File: src/rtl/vx_csr_rmw_arbiter.sv
// Round-robin arbiter that serialises atomic CSR read-modify-write transactions
// from NUM_REQS requesters onto the single read/write port pair of the CSR data block.
`ifndef CSR_ADDR_BITS
`define CSR_ADDR_BITS 12
`endif
`ifndef NW_BITS
`define NW_BITS 4
`endif
`ifndef UUID_BITS
`define UUID_BITS 44
`endif

module vx_csr_rmw_arbiter #(
    parameter int NUM_REQS     = 2,
    parameter int REQ_SEL_BITS = (NUM_REQS > 1) ? $clog2(NUM_REQS) : 1
) (
    input  logic                                         clk,
    input  logic                                         reset,
    input  logic [NUM_REQS-1:0]                          req_valid,
    output logic [NUM_REQS-1:0]                          req_ready,
    input  logic [NUM_REQS-1:0][1:0]                     req_op,
    input  logic [NUM_REQS-1:0][`CSR_ADDR_BITS-1:0]      req_addr,
    input  logic [NUM_REQS-1:0][`NW_BITS-1:0]            req_wid,
    input  logic [NUM_REQS-1:0][`UUID_BITS-1:0]          req_uuid,
    input  logic [NUM_REQS-1:0][31:0]                    req_data,
    output logic                                         rsp_valid,
    input  logic                                         rsp_ready,
    output logic [REQ_SEL_BITS-1:0]                      rsp_idx,
    output logic [31:0]                                  rsp_data,
    output logic [`UUID_BITS-1:0]                        rsp_uuid,
    output logic                                         read_enable,
    output logic [`CSR_ADDR_BITS-1:0]                    read_addr,
    output logic [`NW_BITS-1:0]                          read_wid,
    output logic [`UUID_BITS-1:0]                        read_uuid,
    input  logic [31:0]                                  read_data,
    output logic                                         write_enable,
    output logic [`CSR_ADDR_BITS-1:0]                    write_addr,
    output logic [`NW_BITS-1:0]                          write_wid,
    output logic [`UUID_BITS-1:0]                        write_uuid,
    output logic [31:0]                                  write_data,
    output logic                                         busy
);

    typedef enum logic [1:0] {IDLE, READ, WRITE, RSP} state_t;

    localparam logic [1:0] OP_RW = 2'd0;
    localparam logic [1:0] OP_RS = 2'd1;
    localparam logic [1:0] OP_RC = 2'd2;

    typedef struct packed {
        logic [1:0]                op;
        logic [`CSR_ADDR_BITS-1:0] addr;
        logic [`NW_BITS-1:0]       wid;
        logic [`UUID_BITS-1:0]     uuid;
        logic [31:0]               data;
    } req_t;

    state_t                  state;
    req_t                    cur;
    logic [REQ_SEL_BITS-1:0] idx_r;
    logic [REQ_SEL_BITS-1:0] rr_ptr;
    logic [31:0]             old_r;

    logic                    gnt_any;
    logic [REQ_SEL_BITS-1:0] gnt_idx;
    logic [REQ_SEL_BITS-1:0] nxt_ptr;
    logic                    do_write;
    logic [31:0]             new_val;

    // Scan from the highest offset down so the lowest offset from rr_ptr wins.
    always_comb begin
        gnt_any = 1'b0;
        gnt_idx = '0;
        for (int k = NUM_REQS - 1; k >= 0; k--) begin
            if (req_valid[(int'(rr_ptr) + k) % NUM_REQS]) begin
                gnt_any = 1'b1;
                gnt_idx = REQ_SEL_BITS'((int'(rr_ptr) + k) % NUM_REQS);
            end
        end
    end

    assign nxt_ptr = (NUM_REQS == 1 || gnt_idx == REQ_SEL_BITS'(NUM_REQS - 1))
                   ? '0 : gnt_idx + 1'b1;

    always_ff @(posedge clk) begin
        if (!reset) begin
            state  <= IDLE;
            cur    <= '0;
            idx_r  <= '0;
            rr_ptr <= '0;
            old_r  <= '0;
        end else begin
            case (state)
                IDLE: if (gnt_any) begin
                    cur.op   <= req_op[gnt_idx];
                    cur.addr <= req_addr[gnt_idx];
                    cur.wid  <= req_wid[gnt_idx];
                    cur.uuid <= req_uuid[gnt_idx];
                    cur.data <= req_data[gnt_idx];
                    idx_r    <= gnt_idx;
                    rr_ptr   <= nxt_ptr;
                    state    <= READ;
                end
                READ: begin
                    old_r <= read_data;
                    state <= WRITE;
                end
                WRITE: state <= RSP;
                RSP: if (rsp_ready) state <= IDLE;
                default: state <= IDLE;
            endcase
        end
    end

    always_comb begin
        case (cur.op)
            OP_RW:   new_val = cur.data;
            OP_RS:   new_val = old_r | cur.data;
            OP_RC:   new_val = old_r & ~cur.data;
            default: new_val = old_r;
        endcase
    end

    // Set/clear with an empty mask leave the CSR untouched, so skip the write.
    assign do_write = (cur.op == OP_RW) ||
                      ((cur.op == OP_RS || cur.op == OP_RC) && cur.data != 32'd0);

    // Gating by reset keeps every output quiet while reset is held, including
    // the WRITE cycle in which reset is first asserted.
    assign busy         = reset && (state != IDLE);
    assign req_ready    = (reset && state == IDLE && gnt_any) ? (NUM_REQS'(1) << gnt_idx) : '0;

    assign read_enable  = reset && (state == READ);
    assign read_addr    = busy ? cur.addr : '0;
    assign read_wid     = busy ? cur.wid  : '0;
    assign read_uuid    = busy ? cur.uuid : '0;

    assign write_enable = reset && (state == WRITE) && do_write;
    assign write_addr   = busy ? cur.addr : '0;
    assign write_wid    = busy ? cur.wid  : '0;
    assign write_uuid   = busy ? cur.uuid : '0;
    assign write_data   = write_enable ? new_val : 32'd0;

    assign rsp_valid    = reset && (state == RSP);
    assign rsp_data     = rsp_valid ? old_r    : 32'd0;
    assign rsp_idx      = rsp_valid ? idx_r    : '0;
    assign rsp_uuid     = rsp_valid ? cur.uuid : '0;

endmodule

File: config.mk
export PLATFORM = sky130hd
export DESIGN_NAME = vx_csr_rmw_arbiter
export DESIGN_NICKNAME = d
export VERILOG_FILES = /design/src/rtl/vx_csr_rmw_arbiter.sv
export SDC_FILE = /design/constraint.sdc
export NUM_CORES = 1
export LEC_CHECK = 0
export BUFFER_PORTS_ARGS = -buffer_cell sky130_fd_sc_hd__buf_2
export CAP_MARGIN = 20
export CORE_AREA = 8 8 172 174
export DETAILED_ROUTE_END_ITERATION = 7
export DIE_AREA = 0 0 180 182
export PLACE_DENSITY = 0.53
export SLEW_MARGIN = 20
export SYNTH_ARGS = -nofsm -noshare
export SYNTH_HDL_FRONTEND = slang
export SYNTH_SLANG_ARGS = --single-unit
export TNS_END_PERCENT = 100
File: constraint.sdc
create_clock -name clk -period 3 [get_ports clk]
set_input_delay 0.15 -clock clk [delete_from_list [all_inputs] [get_ports clk]]
set_output_delay 0.15 -clock clk [all_outputs]
set_load 0.005 [all_outputs]
==> impl_metrics.ini, run 1 <==
[setup_path]
cp.arrival_ns = 2.61
critPathMaxStageDelay_ns = 0.59
r2r-end = cur[66]$_SDFFE_PN0P_
r2r.worst_path.cells = 8
data_required_time_at_the_worst_endpoint_ns = 2.85
critical_path_class = flop to output pin
worstPathCellList = nor4_1 > nand4_1 > nor3_4 > buf_12 > nor3_1 > buf_2
rrSetupSlack_ns = 0.42
cell_with_the_largest_stage_delay_on_the_worst_path = sky130_fd_sc_hd__nor3_4
critical_path.max_fanout = 20
timing.rr.start = state[0]$_SDFFE_PN0P_
critPathCaptureType = output pin
crit_path_start_kind = flop

[yosys]
netlist_instances = 803
syn_nets = 1036
synthMuxAreaShare = 0.0466
netlist_cell_types = 28
yosys.cell_count.top_type = sky130_fd_sc_hd__dfxtp_1
postSynthAreaPerCell_um2 = 8.83
synth_top_family_by_area = simple AND/OR/NAND/NOR gates
post_synth_fa_ha_maj_area_fraction = 0.0141
synth-compound-area-share = 0.181
yosys_warnings = 0
main_synth_ff_type = sky130_fd_sc_hd__dfxtp_1
yosysSeqAreaShare = 0.367
synth_area_leaders = sky130_fd_sc_hd__dfxtp_1 37%, sky130_fd_sc_hd__a222oi_1 13%, sky130_fd_sc_hd__and3_1 6.8%, sky130_fd_sc_hd__buf_4 6.3%, sky130_fd_sc_hd__and2_1 5.6%
synthSimpleGateAreaFrac = 0.222
synthDominantCellAreaShare = 0.367
post_synth_instance_area_um2 = 7090
synth_async_sr_flop_share = 0
postSynthRegisterBits = 130
fraction_of_synthesized_cell_area_in_xor_and_xnor_cells = 0
synth_top_cell_by_area = sky130_fd_sc_hd__dfxtp_1
synthTopCellsByCount = 130 x sky130_fd_sc_hd__dfxtp_1, 99 x sky130_fd_sc_hd__inv_1, 94 x sky130_fd_sc_hd__a222oi_1
synth-edff-count = 0

[global_routing]
global_route.overflow_total = 0
wire_length_of_the_first_global_routing_pass_mm = 52.8
grt_start_max_net_pins = 62
grtUsageTotal = 0.200
vias_in_the_first_global_route = 9016
grt_antenna_before_repair = 4

[place]
dp.final_hpwl_mm = 25.0
io_buffers = 459
finalWeightedCongestion = 0.806
numPlacedInstances = 1482

[power_and_ir_drop]
power.leakage_nw = 6.37
p_per_area_nw_per_um2 = 680
ir_drop_mv = 0.274

[timing]
tightestPinTransition_ns = 0.698
max_freq_ghz = 0.362
slew_headroom = 0.534
post_route_setup_tns_ns = 0
final-setup-viol-count = 0
fin_crit_ns = 2.76
final.period_utilization = 0.921
rsz0062_at_grt = no
final-hold-violation-count = 0
timing_max_transition_violations_final = 0
clock-skew-final_ns = 0.0109

[status]
violations = design-rule violations
status = finished with violations

[drt]
drt_pass1_iterations = 8
remaining_design_rule_violation_count = 12
antenna_violating_nets_post_route = 0
drt-vias-per-instance = 4.98
route.vias.total = 8608
drt-total-wl_mm = 34.4
wl_per_cell_um = 19.9
detailedRoute.firstIterationViolations = 851

[floorplanning]
die_height_um = 182
core_region_area_um2 = 26700
die_w_um = 180
floorplan.initialDensity = 0.266
io-pin-count = 460
die_area_um2 = 32800
placementRows = 60

[finish]
finish.cell_count_without_fillers = 1729
layout-drive-gt1-share = 0.371
layout.filler_cells = 2606
flow.area_growth_from_synthesis_pct = 67.9
nNetsFinal = 1606

[min_path]
worstHoldStart = read_data[6]
timing.hold.worst.class = primary input to flop
timing.hold.worst_endpoint = old_r[6]$_SDFFE_PN0N_
worst_hold_stages = 3

[job]
drv_cap = 0

[cts]
post_cts_buffers = 0
cts.htree.levels = 4
cts-buffers-inserted = 17
cts.reportedPaths.clkPinSlew_ns = 0.06
worstSkewPairLatency_ns = 0.41
cts_root_buf = sky130_fd_sc_hd__clkbuf_16
cts_sinks = 130
cts_tree = built
clk_path_buf_depth = 2
[sequential cells by signal, indices dropped and copies added, names as in the netlist]
register / flops
cur: 94
old_r: 32
state: 2
idx_r: 1
rr_ptr: 1
[critical path: cells and delay by family, from the launching register on]
family | cells | cell delay (ns)
buffers and inverters | 2 | 0.39
flip-flops | 1 | 0.35
AND/OR/NAND/NOR | 4 | 1.46
[what timing repair did]
item / CTS / global route
hold endpoints to repair: 120 / 0
hold buffers: 213 / 0
resized for setup: 0 / 0
[through the flow]
stage	util	hold slack, ns	setup WS [ns]	cell area [um^2]	total power [W]
after floorplan	-	0.286	1.37	7090	0.00441
after global placement	0.345	0.373	0.679	9190	0.00536
after detailed placement	0.345	0.377	0.644	9190	0.00537
after CTS	0.447	0.00180	0.179	11900	0.00814
after global routing	0.447	0.0103	0.0926	11900	0.00861
final	0.447	0.0307	0.237	11900	0.00810
[how the worst max path moves through the flow]
stage,endpoint,from,cells after the start
6_report,write_data[3],cur[20]$_SDFFE_PN0P_,6
5_1_grt,write_data[12],cur[20]$_SDFFE_PN0P_,6
4_1_cts,write_data[3],cur[20]$_SDFFE_PN0P_,6
3_5_place_dp,write_data[3],cur[20]$_SDFFE_PN0P_,6
3_3_place_gp,write_data[6],cur[20]$_SDFFE_PN0P_,6
2_1_floorplan,write_data[0],cur[92]$_SDFFE_PN0P_,7
[power breakdown]
group | internal (W) | switching (W) | leakage (nW)
logic | 0.00166 | 0.00169 | 5.02
clock network | 0.00124 | 0.000841 | 0.277
registers | 0.00223 | 0.000436 | 1.07
[logic make-up after synthesis]
| kind of cell | after synthesis |
|---|---|
| buffers and inverters | 237 |
| adder cells (fa/ha/maj) | 8 |
| multiplexers | 33 |
| AO/OA/AOI/OAI | 135 |
| flip-flops | 130 |
| AND/OR/NAND/NOR | 260 |
[cell type report]
| class | count | area, um^2 | area share |
|---|---|---|---|
| Clock inverter | 13 | 151 | 0.0127 |
| Tap cell | 341 | 427 | 0.0358 |
| Sequential cell | 130 | 2600 | 0.218 |
| Inverter | 99 | 372 | 0.0312 |
| Clock buffer | 19 | 433 | 0.0363 |
| Timing Repair Buffer | 689 | 4600 | 0.386 |
| Antenna cell | 2 | 5.00 | 0.000420 |
| Multi-Input combinational cell | 436 | 3320 | 0.279 |
[cells in the final DEF, fill, tap and decap left out, types with 3 or more instances in the layout]
cell type                       synthesis  final
sky130_fd_sc_hd__buf_12                 0      3
sky130_fd_sc_hd__inv_6                  0      4
sky130_fd_sc_hd__inv_1                 99     99
sky130_fd_sc_hd__nor2_1                 6      5
sky130_fd_sc_hd__a32oi_1               31     31
sky130_fd_sc_hd__buf_4                 60     15
sky130_fd_sc_hd__and3_1                77     77
sky130_fd_sc_hd__nand2b_1              31     31
sky130_fd_sc_hd__mux2i_1               33     33
sky130_fd_sc_hd__and2_1                63     62
sky130_fd_sc_hd__nor2b_1               36     35
sky130_fd_sc_hd__dlygate4sd3_1          0    213
sky130_fd_sc_hd__nor3_1                33     33
sky130_fd_sc_hd__a222oi_1              94     94
sky130_fd_sc_hd__clkinvlp_4             0      3
sky130_fd_sc_hd__ha_1                   8      6
sky130_fd_sc_hd__dfxtp_1              130    130
sky130_fd_sc_hd__nor4_1                 8      8
sky130_fd_sc_hd__buf_2                 20    458
sky130_fd_sc_hd__clkbuf_16              0     17
[routing by layer]
layer,global-route usage,vias up,wire length (um)
met4,0.0660,2,917
met1,0.222,4113,13600
met2,0.356,430,17000
met5,0,-,12
met3,0.0639,54,2880
li1,-,4009,-
No activity file was read; power rests on OpenSTA's default activity.
==> inputs of run 2 (changes only) <==
--- a/config.mk
+++ b/config.mk
@@ -11,6 +11,7 @@
 export DETAILED_ROUTE_END_ITERATION = 7
 export DIE_AREA = 0 0 180 182
 export PLACE_DENSITY = 0.53
+export RECOVER_POWER = 25
 export SLEW_MARGIN = 20
 export SYNTH_ARGS = -nofsm -noshare
 export SYNTH_HDL_FRONTEND = slang
==> run 2 against run 1 <==
Net effect:
- the run still ends with design-rule violations left
- register-to-register slack about the same
- non-clock buffer count unchanged
- power down 0.34%
- highest routed layer unchanged
- clock skew up 0.00079 ns
- via count up 0.34%
- final cell count unchanged
- worst hold slack better by 0.0030 ns
- cell area down 0.66%
- utilization down 0.30 points
- critical endpoint unchanged
- critical path type unchanged
- sequential power about the same
- critical path depth unchanged
==> impl_metrics.ini, run 2 (synthesis gave the netlist of run 1 again) <==
[status]
status = finished with violations
violations = design-rule violations

[global_routing]
grt_antenna_before_repair = 4
global_route.overflow_total = 0
grt_start_max_net_pins = 62
wire_length_of_the_first_global_routing_pass_mm = 52.8
vias_in_the_first_global_route = 9016
grtUsageTotal = 0.200

[cts]
cts_root_buf = sky130_fd_sc_hd__clkbuf_16
clk_path_buf_depth = 2
cts_sinks = 130
cts.reportedPaths.clkPinSlew_ns = 0.06
worstSkewPairLatency_ns = 0.41
cts_tree = built
cts-buffers-inserted = 17
cts.htree.levels = 4
ctsResizeCount = 0

[timing]
slew_headroom = 0.312
post_route_setup_tns_ns = 0
fin_crit_ns = 2.73
rsz0062_at_grt = no
final-hold-violation-count = 0
tightestPinTransition_ns = 1.03
clock-skew-final_ns = 0.0117
timing_max_transition_violations_final = 0
max_freq_ghz = 0.366
final.period_utilization = 0.911
final-setup-viol-count = 0

[min_path]
timing.hold.worst_endpoint = old_r[14]$_SDFFE_PN0N_
worst_hold_stages = 3
timing.hold.worst.class = primary input to flop
worstHoldStart = read_data[14]

[finish]
layout-drive-gt1-share = 0.338
flow.area_growth_from_synthesis_pct = 66.8
largest_register_ffs = 94
final_area_um2 = 11800
commonest_non_fill_non_tap_cell_in_the_layout = sky130_fd_sc_hd__buf_2
final_cell_mix = 415 x sky130_fd_sc_hd__buf_2, 213 x sky130_fd_sc_hd__dlygate4sd3_1, 130 x sky130_fd_sc_hd__dfxtp_1, 99 x sky130_fd_sc_hd__inv_1, 94 x sky130_fd_sc_hd__a222oi_1
nNetsFinal = 1606
registers.top_by_ff_count = cur
reg.largest.list = cur (94), old_r (32), state (2)

[drt]
drt_pass1_iterations = 8
drt-total-wl_mm = 34.5
route.vias.total = 8637
antenna_violating_nets_post_route = 0
wl_per_cell_um = 20.0
drt-vias-per-instance = 5.00
remaining_design_rule_violation_count = 24
detailedRoute.firstIterationViolations = 880

[power_and_ir_drop]
post-layout-total-power_w = 0.00808
p_per_area_nw_per_um2 = 683
ir_drop_mv = 0.271
power.leakage_nw = 6.17

[setup_path]
r2r-end = cur[66]$_SDFFE_PN0P_
data_required_time_at_the_worst_endpoint_ns = 2.85
critical_path_class = flop to output pin
timing.rr.start = state[0]$_SDFFE_PN0P_
rrSetupSlack_ns = 0.42
crit_path_start_kind = flop
critPathCaptureType = output pin
cp.arrival_ns = 2.58
r2r.worst_path.cells = 8
critical_path.max_fanout = 20

[floorplanning]
core_region_area_um2 = 26700
floorplan.initialDensity = 0.266
placementRows = 60
die_area_um2 = 32800
die_w_um = 180
die_height_um = 182
io-pin-count = 460

[place]
finalWeightedCongestion = 0.806
dp.final_hpwl_mm = 25.0
placed_cell_area_um2 = 9190
io_buffers = 459

[job]
drv_cap = 0
run 2: cell count changes in the layout (fill, tap and decap cells not counted):
cell	previous run	this run
sky130_fd_sc_hd__clkbuf_1	2	44
sky130_fd_sc_hd__buf_1	0	1
sky130_fd_sc_hd__clkbuf_2	0	3
sky130_fd_sc_hd__buf_4	15	13
sky130_fd_sc_hd__ha_2	2	0
sky130_fd_sc_hd__buf_12	3	2
sky130_fd_sc_hd__ha_1	6	8
sky130_fd_sc_hd__buf_2	458	415
run 2: routing by layer:
metal  GRT usage  up-vias  share of wire
met5           0        -        0.00035
met4      0.0660        2          0.028
met3      0.0639       58          0.084
met2       0.356      458           0.49
met1       0.222     4114           0.39
li1            -     4005              -
run 2: what timing repair did:
item,CTS,global route
endpoints found under the hold margin,120,0
hold buffers,213,0
buffers inserted,0,0
run 2: how the worst max path moves through the flow:
stage	startpoint	end	cells past startpoint
detailed placement	cur[20]$_SDFFE_PN0P_	write_data[3]	6
global route	cur[20]$_SDFFE_PN0P_	write_data[12]	6
floorplan	cur[92]$_SDFFE_PN0P_	write_data[0]	7
finish	cur[20]$_SDFFE_PN0P_	write_data[3]	6
global placement	cur[20]$_SDFFE_PN0P_	write_data[6]	6
CTS	cur[20]$_SDFFE_PN0P_	write_data[3]	6
run 2: critical path, stage by stage (launching register included):
cell and delay, ns:
sky130_fd_sc_hd__dfxtp_1 0.35, sky130_fd_sc_hd__nor4_1 0.54, sky130_fd_sc_hd__nand4_1 0.24, sky130_fd_sc_hd__nor3_4 0.59
sky130_fd_sc_hd__buf_12 0.23, sky130_fd_sc_hd__nor3_1 0.07, sky130_fd_sc_hd__buf_2 0.15
run 2: area by class of cell:
cell class                 count  area [um^2]
inverter                      99          372
sequential                   130         2600
timing repair buffer         689         4520
clock buffer                  19          433
fill                        2639        14800
multi-input combinational    436         3320
antenna                        2         5.00
clock inverter                13          151
tap                          341          427
run 2: power by group:
group / internal [W] / switching, W / total, W / leakage (nW)
Combinational: 0.00163 / 0.00169 / 0.00332 / 4.83
Clock: 0.00124 / 0.000845 / 0.00209 / 0.277
Sequential: 0.00223 / 0.000436 / 0.00267 / 1.07
Total: 0.00511 / 0.00297 / 0.00808 / 6.17
run 2: metrics by stage:
stage / setup slack [ns] / hold slack (ns) / std cells / utilization
detailed placement: 0.644 / 0.377 / 1482 / 0.345
global route: 0.0926 / 0.0113 / 1728 / 0.444
global placement: 0.679 / 0.373 / 1482 / 0.345
floorplan: 1.37 / 0.286 / 803 / -
CTS: 0.179 / 0.00180 / 1727 / 0.447
finish: 0.266 / 0.0336 / 1729 / 0.444
